### config.mk
export PLATFORM = sky130hd
export DESIGN_NAME = timer_set_ctrl
export DESIGN_NICKNAME = d
export VERILOG_FILES = /design/src/rtl/timer_set_ctrl.sv
export SDC_FILE = /design/constraint.sdc
export NUM_CORES = 1
export LEC_CHECK = 0
export BUFFER_PORTS_ARGS = -buffer_cell sky130_fd_sc_hd__buf_2
export CAP_MARGIN = 20
export CORE_ASPECT_RATIO = 1.5
export CORE_MARGIN = 8
export CORE_UTILIZATION = 53
export DETAILED_ROUTE_END_ITERATION = 10
export PLACE_DENSITY = 0.77
export SYNTH_ARGS = -nofsm -noshare
export SYNTH_HDL_FRONTEND = slang
export SYNTH_SLANG_ARGS = --single-unit
### constraint.sdc
create_clock -name clk -period 8.1 [get_ports clk]
set_clock_uncertainty 0.05 [all_clocks]
set_input_delay 0 -clock clk [delete_from_list [all_inputs] [get_ports clk]]
set_output_delay 0 -clock clk [all_outputs]
set_load 0.01 [all_outputs]
### src/rtl/timer_set_ctrl.sv
// timer_set_ctrl: button-driven edit/commit controller for the calendar timer.
// Optional auto-repeat on a held inc button: define TIMER_SET_AUTO_REPEAT_EN.
module timer_set_ctrl #(
   parameter int IDLE_TO    = 1000,
   parameter int REPEAT_DLY = 8,
   parameter int REPEAT_PER = 2
) (
   input  logic        clk,
   input  logic        glob_rst_n,
   input  logic        btn_mode,
   input  logic        btn_inc,
   input  logic [5:0]  cur_sec,
   input  logic [5:0]  cur_min,
   input  logic [4:0]  cur_hour,
   input  logic [4:0]  cur_day,
   input  logic [3:0]  cur_mon,
   input  logic [13:0] cur_year,
   output logic        hold,
   output logic [2:0]  field_sel,
   output logic        ld,
   output logic [5:0]  ld_sec,
   output logic [5:0]  ld_min,
   output logic [4:0]  ld_hour,
   output logic [4:0]  ld_day,
   output logic [3:0]  ld_mon,
   output logic [13:0] ld_year
);

   typedef enum logic [2:0] {
      S_RUN  = 3'd0,
      S_YEAR = 3'd1,
      S_MON  = 3'd2,
      S_DAY  = 3'd3,
      S_HOUR = 3'd4,
      S_MIN  = 3'd5,
      S_SEC  = 3'd6
   } state_t;

   localparam int IW = $clog2(IDLE_TO + 1);

   // Reject parameter values that would break the counters
   if (IDLE_TO < 2 || REPEAT_DLY < 1 || REPEAT_PER < 1) begin : g_bad_param
      $error("timer_set_ctrl: bad counter parameters");
   end

   state_t         state_q, state_d;
   logic           hold_q;
   logic           ld_q, ld_d;
   logic           mode_q, inc_q;
   logic           mode_p, inc_p, inc_ev;
   logic [IW-1:0]  idle_q, idle_d;
   logic [5:0]     sec_d, min_d;
   logic [4:0]     hour_d, day_d;
   logic [3:0]     mon_d;
   logic [13:0]    year_d;
   logic [4:0]     dim_cur;

   function automatic logic [4:0] dim(input logic [3:0] m, input logic [13:0] y);
      logic leap;
      logic [4:0] r;
      leap = ((y % 14'd4) == 14'd0) &&
             (((y % 14'd100) != 14'd0) || ((y % 14'd400) == 14'd0));
      case (m)
         4'd2:                    r = leap ? 5'd29 : 5'd28;
         4'd4, 4'd6, 4'd9, 4'd11: r = 5'd30;
         default:                 r = 5'd31;
      endcase
      return r;
   endfunction

   assign mode_p  = btn_mode & ~mode_q;
   assign inc_p   = btn_inc & ~inc_q;
   assign dim_cur = dim(ld_mon, ld_year);

`ifdef TIMER_SET_AUTO_REPEAT_EN
   logic [15:0] rpt_q, rpt_d;
   logic        rpt_fire;

   // Hold-to-repeat: first repeat after REPEAT_DLY, then every REPEAT_PER
   always_comb begin
      rpt_d    = rpt_q;
      rpt_fire = 1'b0;
      if (inc_p) begin
         rpt_d = 16'(REPEAT_DLY - 1);
      end else if (btn_inc && state_q != S_RUN) begin
         if (rpt_q == 16'd0) begin
            rpt_fire = 1'b1;
            rpt_d    = 16'(REPEAT_PER - 1);
         end else begin
            rpt_d = rpt_q - 16'd1;
         end
      end
   end

   // Repeat countdown register
   always_ff @(posedge clk) begin
      if (!glob_rst_n) rpt_q <= '0;
      else             rpt_q <= rpt_d;
   end

   assign inc_ev = inc_p | rpt_fire;
`else
   assign inc_ev = inc_p;
`endif

   // Next state, edit values, load strobe and idle counter
   always_comb begin
      state_d = state_q;
      ld_d    = 1'b0;
      idle_d  = idle_q;
      sec_d   = ld_sec;
      min_d   = ld_min;
      hour_d  = ld_hour;
      day_d   = ld_day;
      mon_d   = ld_mon;
      year_d  = ld_year;
      case (state_q)
         S_RUN: begin
            idle_d = '0;
            if (mode_p) begin
               sec_d   = (cur_sec > 6'd59) ? 6'd0 : cur_sec;
               min_d   = (cur_min > 6'd59) ? 6'd0 : cur_min;
               hour_d  = (cur_hour > 5'd23) ? 5'd0 : cur_hour;
               day_d   = (cur_day == 5'd0) ? 5'd1 : cur_day;
               mon_d   = (cur_mon == 4'd0 || cur_mon > 4'd12) ? 4'd1 : cur_mon;
               year_d  = (cur_year > 14'd9999) ? 14'd0 : cur_year;
               state_d = S_YEAR;
            end
         end
         S_YEAR, S_MON, S_DAY, S_HOUR, S_MIN, S_SEC: begin
            if (mode_p) begin
               idle_d = '0;
               case (state_q)
                  S_YEAR: state_d = S_MON;
                  S_MON: begin
                     state_d = S_DAY;
                     if (ld_day > dim_cur) day_d = dim_cur;
                  end
                  S_DAY:  state_d = S_HOUR;
                  S_HOUR: state_d = S_MIN;
                  S_MIN:  state_d = S_SEC;
                  default: begin
                     state_d = S_RUN;
                     ld_d    = 1'b1;
                  end
               endcase
            end else if (inc_ev) begin
               idle_d = '0;
               case (state_q)
                  S_YEAR: year_d = (ld_year >= 14'd9999) ? 14'd0 : ld_year + 14'd1;
                  S_MON:  mon_d  = (ld_mon >= 4'd12) ? 4'd1 : ld_mon + 4'd1;
                  S_DAY:  day_d  = (ld_day >= dim_cur) ? 5'd1 : ld_day + 5'd1;
                  S_HOUR: hour_d = (ld_hour >= 5'd23) ? 5'd0 : ld_hour + 5'd1;
                  S_MIN:  min_d  = (ld_min >= 6'd59) ? 6'd0 : ld_min + 6'd1;
                  default: sec_d = (ld_sec >= 6'd59) ? 6'd0 : ld_sec + 6'd1;
               endcase
            end else if (inc_p || btn_mode & ~mode_q) begin
               idle_d = '0;
            end else if (idle_q == IW'(IDLE_TO - 1)) begin
               idle_d  = '0;
               state_d = S_RUN;
            end else begin
               idle_d = idle_q + 1'b1;
            end
         end
         default: begin
            idle_d  = '0;
            state_d = S_RUN;
         end
      endcase
   end

   // State, hold, strobe, edit registers and button history
   always_ff @(posedge clk) begin
      if (!glob_rst_n) begin
         state_q <= S_RUN;
         hold_q  <= 1'b0;
         ld_q    <= 1'b0;
         idle_q  <= '0;
         mode_q  <= 1'b0;
         inc_q   <= 1'b0;
         ld_sec  <= 6'd0;
         ld_min  <= 6'd0;
         ld_hour <= 5'd0;
         ld_day  <= 5'd1;
         ld_mon  <= 4'd1;
         ld_year <= 14'd0;
      end else begin
         state_q <= state_d;
         hold_q  <= (state_d != S_RUN);
         ld_q    <= ld_d;
         idle_q  <= idle_d;
         mode_q  <= btn_mode;
         inc_q   <= btn_inc;
         ld_sec  <= sec_d;
         ld_min  <= min_d;
         ld_hour <= hour_d;
         ld_day  <= day_d;
         ld_mon  <= mon_d;
         ld_year <= year_d;
      end
   end

   assign hold      = hold_q;
   assign ld        = ld_q;
   assign field_sel = state_q;

endmodule

# After elaboration in Yosys (flattened, before gate mapping)
# Index checks and enable logic that the tools add are counted.
# classes
bitwise	6
order_cmp	12
mux	54
add_sub_neg	7
n_div	2
reduce_logical	23
n_eq_ne	24
# op_table
op	count
two-way mux 14 bit	6
two-way mux 6 bit	12
two-way mux 5 bit	14
zero test 14 bit	2
one-hot mux 14 bit (2 select lines)	1
AND reduction 5 bit	5
two-way mux 4 bit	6
one-hot mux 6 bit (2 select lines)	2
one-hot mux 5 bit (2 select lines)	2
inequality test 2 bit, second input constant	8
two-way mux 3 bit	5
one-hot mux 3 bit (5 select lines)	1
adder 14 x 1 -> 14 bit, second input constant	1
>= comparator 14 bit, second input constant	1
greater-than comparator 14 bit, second input constant	1
remainder unit 14 x 7 -> 14 bit, second input constant	1
remainder unit 14 x 9 -> 14 bit, second input constant	1
nonzero test 14 bit	1
adder 6 x 1 -> 6 bit, second input constant	2
>= comparator 6 bit, second input constant	2
greater-than comparator 6 bit, second input constant	2
inequality test 3 bit, second input constant	4
OR reduction 6 bit	2
adder 10 x 1 -> 10 bit, second input constant	1
32 further kinds	45
# word_totals
output_inout_bits	45
elab_cells	140
reg_bits	57
input_bits	44

# Logic depth before layout (Yosys ltp)
# logic_depth
depth_word	12
depth_mapped	29
depth_no_buf	26

# Worst setup path before layout
# No wires, ideal clock.
# synth_timing
path_type	register -> register
startpoint	reg ld_year[13]
endpoint	reg ld_day[0]
slack_ps	2085
stages_incl_launch_ff	29
required_ps	7919
arrival_time_ps	5834
path_cell_list	dfxtp_1 > buf_2 > a21oi_1 > and2_1 > or3_4 > buf_6 > o31a_1 > a31o_1 > o211a_1 > or2_0 > or4_4 > o221a_1 > nor4_2 > o22ai_2 > o211ai_2 > a22o_4 > mux2_2 > a211o_1 > o31ai_1 > a21oi_1 > ha_1 > a211oi_1 > o21ai_0 > nand2_1 > a32oi_1 > nor2_1 > o21ai_0 > nor3_1 > a31oi_1
# synth_via
elab_chain_len	12
elab_cells_between_ends	19
cone_classes	div (2); order compare (2); eq/ne (1); mux (9); reduce/logical (5)
# synth_lines
element	line_no	source
start, declared	26	output logic [13:0] ld_year
start signal, assigned	200	ld_year <= year_d;
remainder unit 14 x 7 -> 14 bit or remainder unit 14 x 9 -> 14 bit (tied branches)	62	(((y % 14'd100) != 14'd0) || ((y % 14'd400) == 14'd0));
nonzero test 14 bit or zero test 14 bit (tied branches)	62	
logical OR 1 bit *	62	
logical AND 1 bit *	61	leap = ((y % 14'd4) == 14'd0) &&
two-way mux 1 bit *	64	4'd2: r = leap ? 5'd29 : 5'd28;
one-hot mux 2 bit (2 select lines) *	63	case (m)
>= comparator 5 bit	152	S_DAY: day_d = (ld_day >= dim_cur) ? 5'd1 : ld_day + 5'd1;
two-way mux 5 bit	152	
two-way mux 5 bit	149	case (state_q)
two-way mux 5 bit	147	end else if (inc_ev) begin
two-way mux 5 bit	131	if (mode_p) begin
one-hot mux 5 bit (2 select lines)	117	case (state_q)
end signal, assigned	198	ld_day <= day_d;
end, declared	24	output logic [4:0] ld_day,
# Every way passes the cells marked *; elsewhere a longest branch is shown, timed or not. The select of a mux whose other input is x is not followed.
# A chain may end at the register's enable or synchronous reset.

# Worst setup path in the final report
# layout_timing
startpoint	reg ld_year[12]
endpoint	reg ld_day[0]
# The elaborated chain is that of the path after synthesis.

==> flow_summary.yaml <==
global_route:
  grtUsageMet3: 0.0487
  antenna_found_initial: 0
  gr-usage-met1: 0.259
  grt_overflow: 0
  grt_max_degree: 38
  grt_usage: 0.234
  grt_pass1_vias: 5401
  gr-usage-met2: 0.404
  top_usage_layer: "met2"
  grt_pass1_wl_um: 24700
layout:
  nets: 803
  multi_input_area_um2: 3420
  antenna_cells: 0
  regArea_um2: 1140
  layout-drive-gt1-share: 0.176
  final_cell_area_um2: 5680
  nFillCells: 758
  area_growth_syn_to_layout_pct: 17.8
yosys:
  synth_area_um2: 4820
  yosys_register_bits: 57
  postSynthNetCount: 728
  async_reset_ff_frac: 0
  yosys_warnings: 0
  ys_seq_area_frac: 0.237
  netlist.area_leader.share: 0.237
  ys.flop_type: "dfxtp_1"
  synth_cells: 671
  yosysUniqueCellTypes: 82
  synthTopCellsByArea: "dfxtp_1, nor2_1, a21oi_1"
  synth_area_leader_cell: "dfxtp_1"
  synth_edf_count: 0
  synth_area_per_cell_um2: 7.18
route:
  drc_errors: 0
  ant_nets: 0
  post_drt_wl_per_cell_um: 16.9
  route.vias.total: 5516
  routed_wirelength_um: 14600
  viasPerCell: 6.41
  firstDrtPassIters: 7
  drt-initial-drc-count: 358
power_and_ir_drop:
  power.share.sequential: 0.327
  ir_drop_mv: 0.160
  swShare: 0.344
  p_leak_nw: 2.24
  clockPowerShare: 0.358
  comb_power_share: 0.315
  power_switching_mw: 0.355
  p_int_mw: 0.675
  p_per_area_nw_per_um2: 181
floorplanning:
  core_um2: 8830
  ios: 89
  start_util: 0.546
  die-area_um2: 12500
  die_y_um: 133
  die_w_um: 93.9
  fp-row-count: 42
timing:
  rsz0062_at_grt: "false"
  final_max_slew_viol_count: 0
  period_needed_ns: 7.22
  setup_viol: 0
  max_freq_ghz: 0.138
  maxSlewHeadroom: 0.371
  worst_pin_slew_ns: 0.936
  period_share: 0.892
  finalHoldViolCount: 0
  setup_tns_ns: 0
place:
  dpl_cell_area_um2: 5250
  hpwl_um: 10600
  place.gp.congestion: 0.956
  io_buffers: 88
critical_path:
  cp.depth: 26
  slowest_delay_ns: 0.75
  cp_slowest_cell: "a2bb2oi_1"
  cp_max_fo: 16
  reg2reg_depth: 26
  worstSetupPathType: "flip-flop to flip-flop"
  critical_path_buf_inv_count: 0
  critPathArrivalTime_ns: 7.37
  r2r-start: "ld_year[12]"
  cpLargestDelayFamily: "compound AO/OA/AOI/OAI gates"
  r2r_end: "ld_day[0]"
  required_ns: 8.25
  worstSetupStartpointType: "flip-flop"
  endpoint_kind: "flip-flop"
  r2r_slack_ns: 0.88
clocking:
  cts_tree: "done"
  clockBufferDepth: 2
  post-cts-setup-buffers: 0
  cts_made_buffers: 9
  cts.sinks: 57
  clkTransAtPathRegs_ns: 0.05
  post_cts_resized: 0
  clkLatencyLatePin_ns: 0.32
  root_buffer: "clkbuf_16"
  htree_num_levels: 3
run:
  maxCapViolations: 0
status:
  outcome: "complete, no violations"
min_path:
  hold_end: "ld_year[2]"
  hold_start: "cur_year[2]"
  min_path_type: "input port to flip-flop"
  min_path_cells: 5
[power by group through the flow]
stage / combinational [mW] / sequential (mW) / clock (mW)
global placement: 0.306 / 0.339 / 0
floorplan: 0.235 / 0.333 / 0
CTS: 0.321 / 0.335 / 0.376
detailed placement: 0.313 / 0.341 / 0
global route: 0.361 / 0.341 / 0.387
finish: 0.324 / 0.337 / 0.369
[flip-flops by register name, summed over array words and instances, names as in the netlist, 3 cells and up]
signal	flops
field_sel	3
idle_q	10
ld_day	5
ld_hour	5
ld_min	6
ld_mon	4
ld_sec	6
ld_year	14
[cells in the final DEF, fill, tap and decap left out, drive strengths merged, types with 5 or more instances in the layout]
cell	synthesis	final
nor2	102	102
buf	12	90
dfxtp	57	57
nand2	53	53
a21oi	46	46
o21ai	44	44
inv	25	25
nor3	24	24
nand3	21	21
a211oi	20	20
a22oi	16	16
o211ai	15	15
and2	13	13
ha	13	13
dlygate4sd3	0	13
a31oi	11	11
xnor2	10	10
nor4	10	10
clkbuf	27	10
or3	9	9
nand2b	8	8
xor2	8	8
mux2	8	8
o31ai	7	7
o22ai	7	7
a32o	6	6
a32oi	6	6
or2	6	6
o211a	5	5
mux2i	5	5
[routing by layer]
| layer | up-vias | routed length (um) |
|---|---|---|
| li1 | 2669 | - |
| met1 | 2560 | 5750 |
| met2 | 245 | 7360 |
| met3 | 42 | 999 |
| met4 | 0 | 444 |
| met5 | - | 0 |
[area by class of cell]
type | count | area share
clock buffers | 10 | 0.0421
clock inverters | 5 | 0.00992
inverters | 26 | 0.0172
multi-input cells | 549 | 0.602
flip-flops and latches | 57 | 0.201
well taps | 110 | 0.0242
repair buffers | 103 | 0.103
[worst max-delay path by stage]
stage                            from         to  slack (ns)
after floorplan           ld_year[13]  ld_day[0]        2.08
after global placement    ld_year[12]  ld_day[0]        1.38
after detailed placement  ld_year[13]  ld_day[0]        1.05
after CTS                 ld_year[13]  ld_day[0]        1.03
after global routing      ld_year[12]  ld_day[0]        0.13
final                     ld_year[12]  ld_day[0]        0.88
[what timing repair did]
item,4_1_cts,5_1_grt
hold endpoints to repair,13,0
setup endpoints to repair,0,0
hold buffers,13,0
[tightest hold or removal path, cell delays in order]
cell	delay, ns
buf_2	0.09
a32oi_1	0.05
nor2_1	0.08
a21oi_1	0.05
nor2_1	0.07
[cells in the mapped netlist, drive strengths merged (4+ instances only)]
cell type,count
o311ai,4
a31oi,11
buf,12
a211oi,20
nor3,24
o21ai,44
inv,25
nor2b,4
o31ai,7
nand3b,4
and2,13
nand2b,8
a221oi,4
o211a,5
xor2,8
mux2i,5
nor2,102
xnor2,10
clkbuf,27
o22ai,7
a21o,4
a32o,6
and3,4
dfxtp,57
o211ai,15
mux2,8
nor4,10
nand2,53
nand4,4
or2,6
a32oi,6
a22oi,16
ha,13
nand3,21
or3,9
a21oi,46
[stage by stage]
stage	util	instances	setup WS, ns	power [mW]	hold WS (ns)
after floorplan	-	671	2.08	0.568	0.0717
after global placement	0.595	832	1.38	0.645	0.186
after detailed placement	0.595	832	1.05	0.654	0.192
after CTS	0.643	860	1.03	1.03	0.00198
after global routing	0.643	860	0.129	1.09	0.0225
final	0.643	860	0.877	1.03	0.0119
[cells by family after synthesis]
kind of cell | synth area share
xor+xnor | 0.0327
mux | 0.0291
buf+inv | 0.0545
compound gates | 0.340
flops | 0.237
simple gates | 0.273
fa+ha+maj | 0.0337
(Power assumes the default switching activity.)
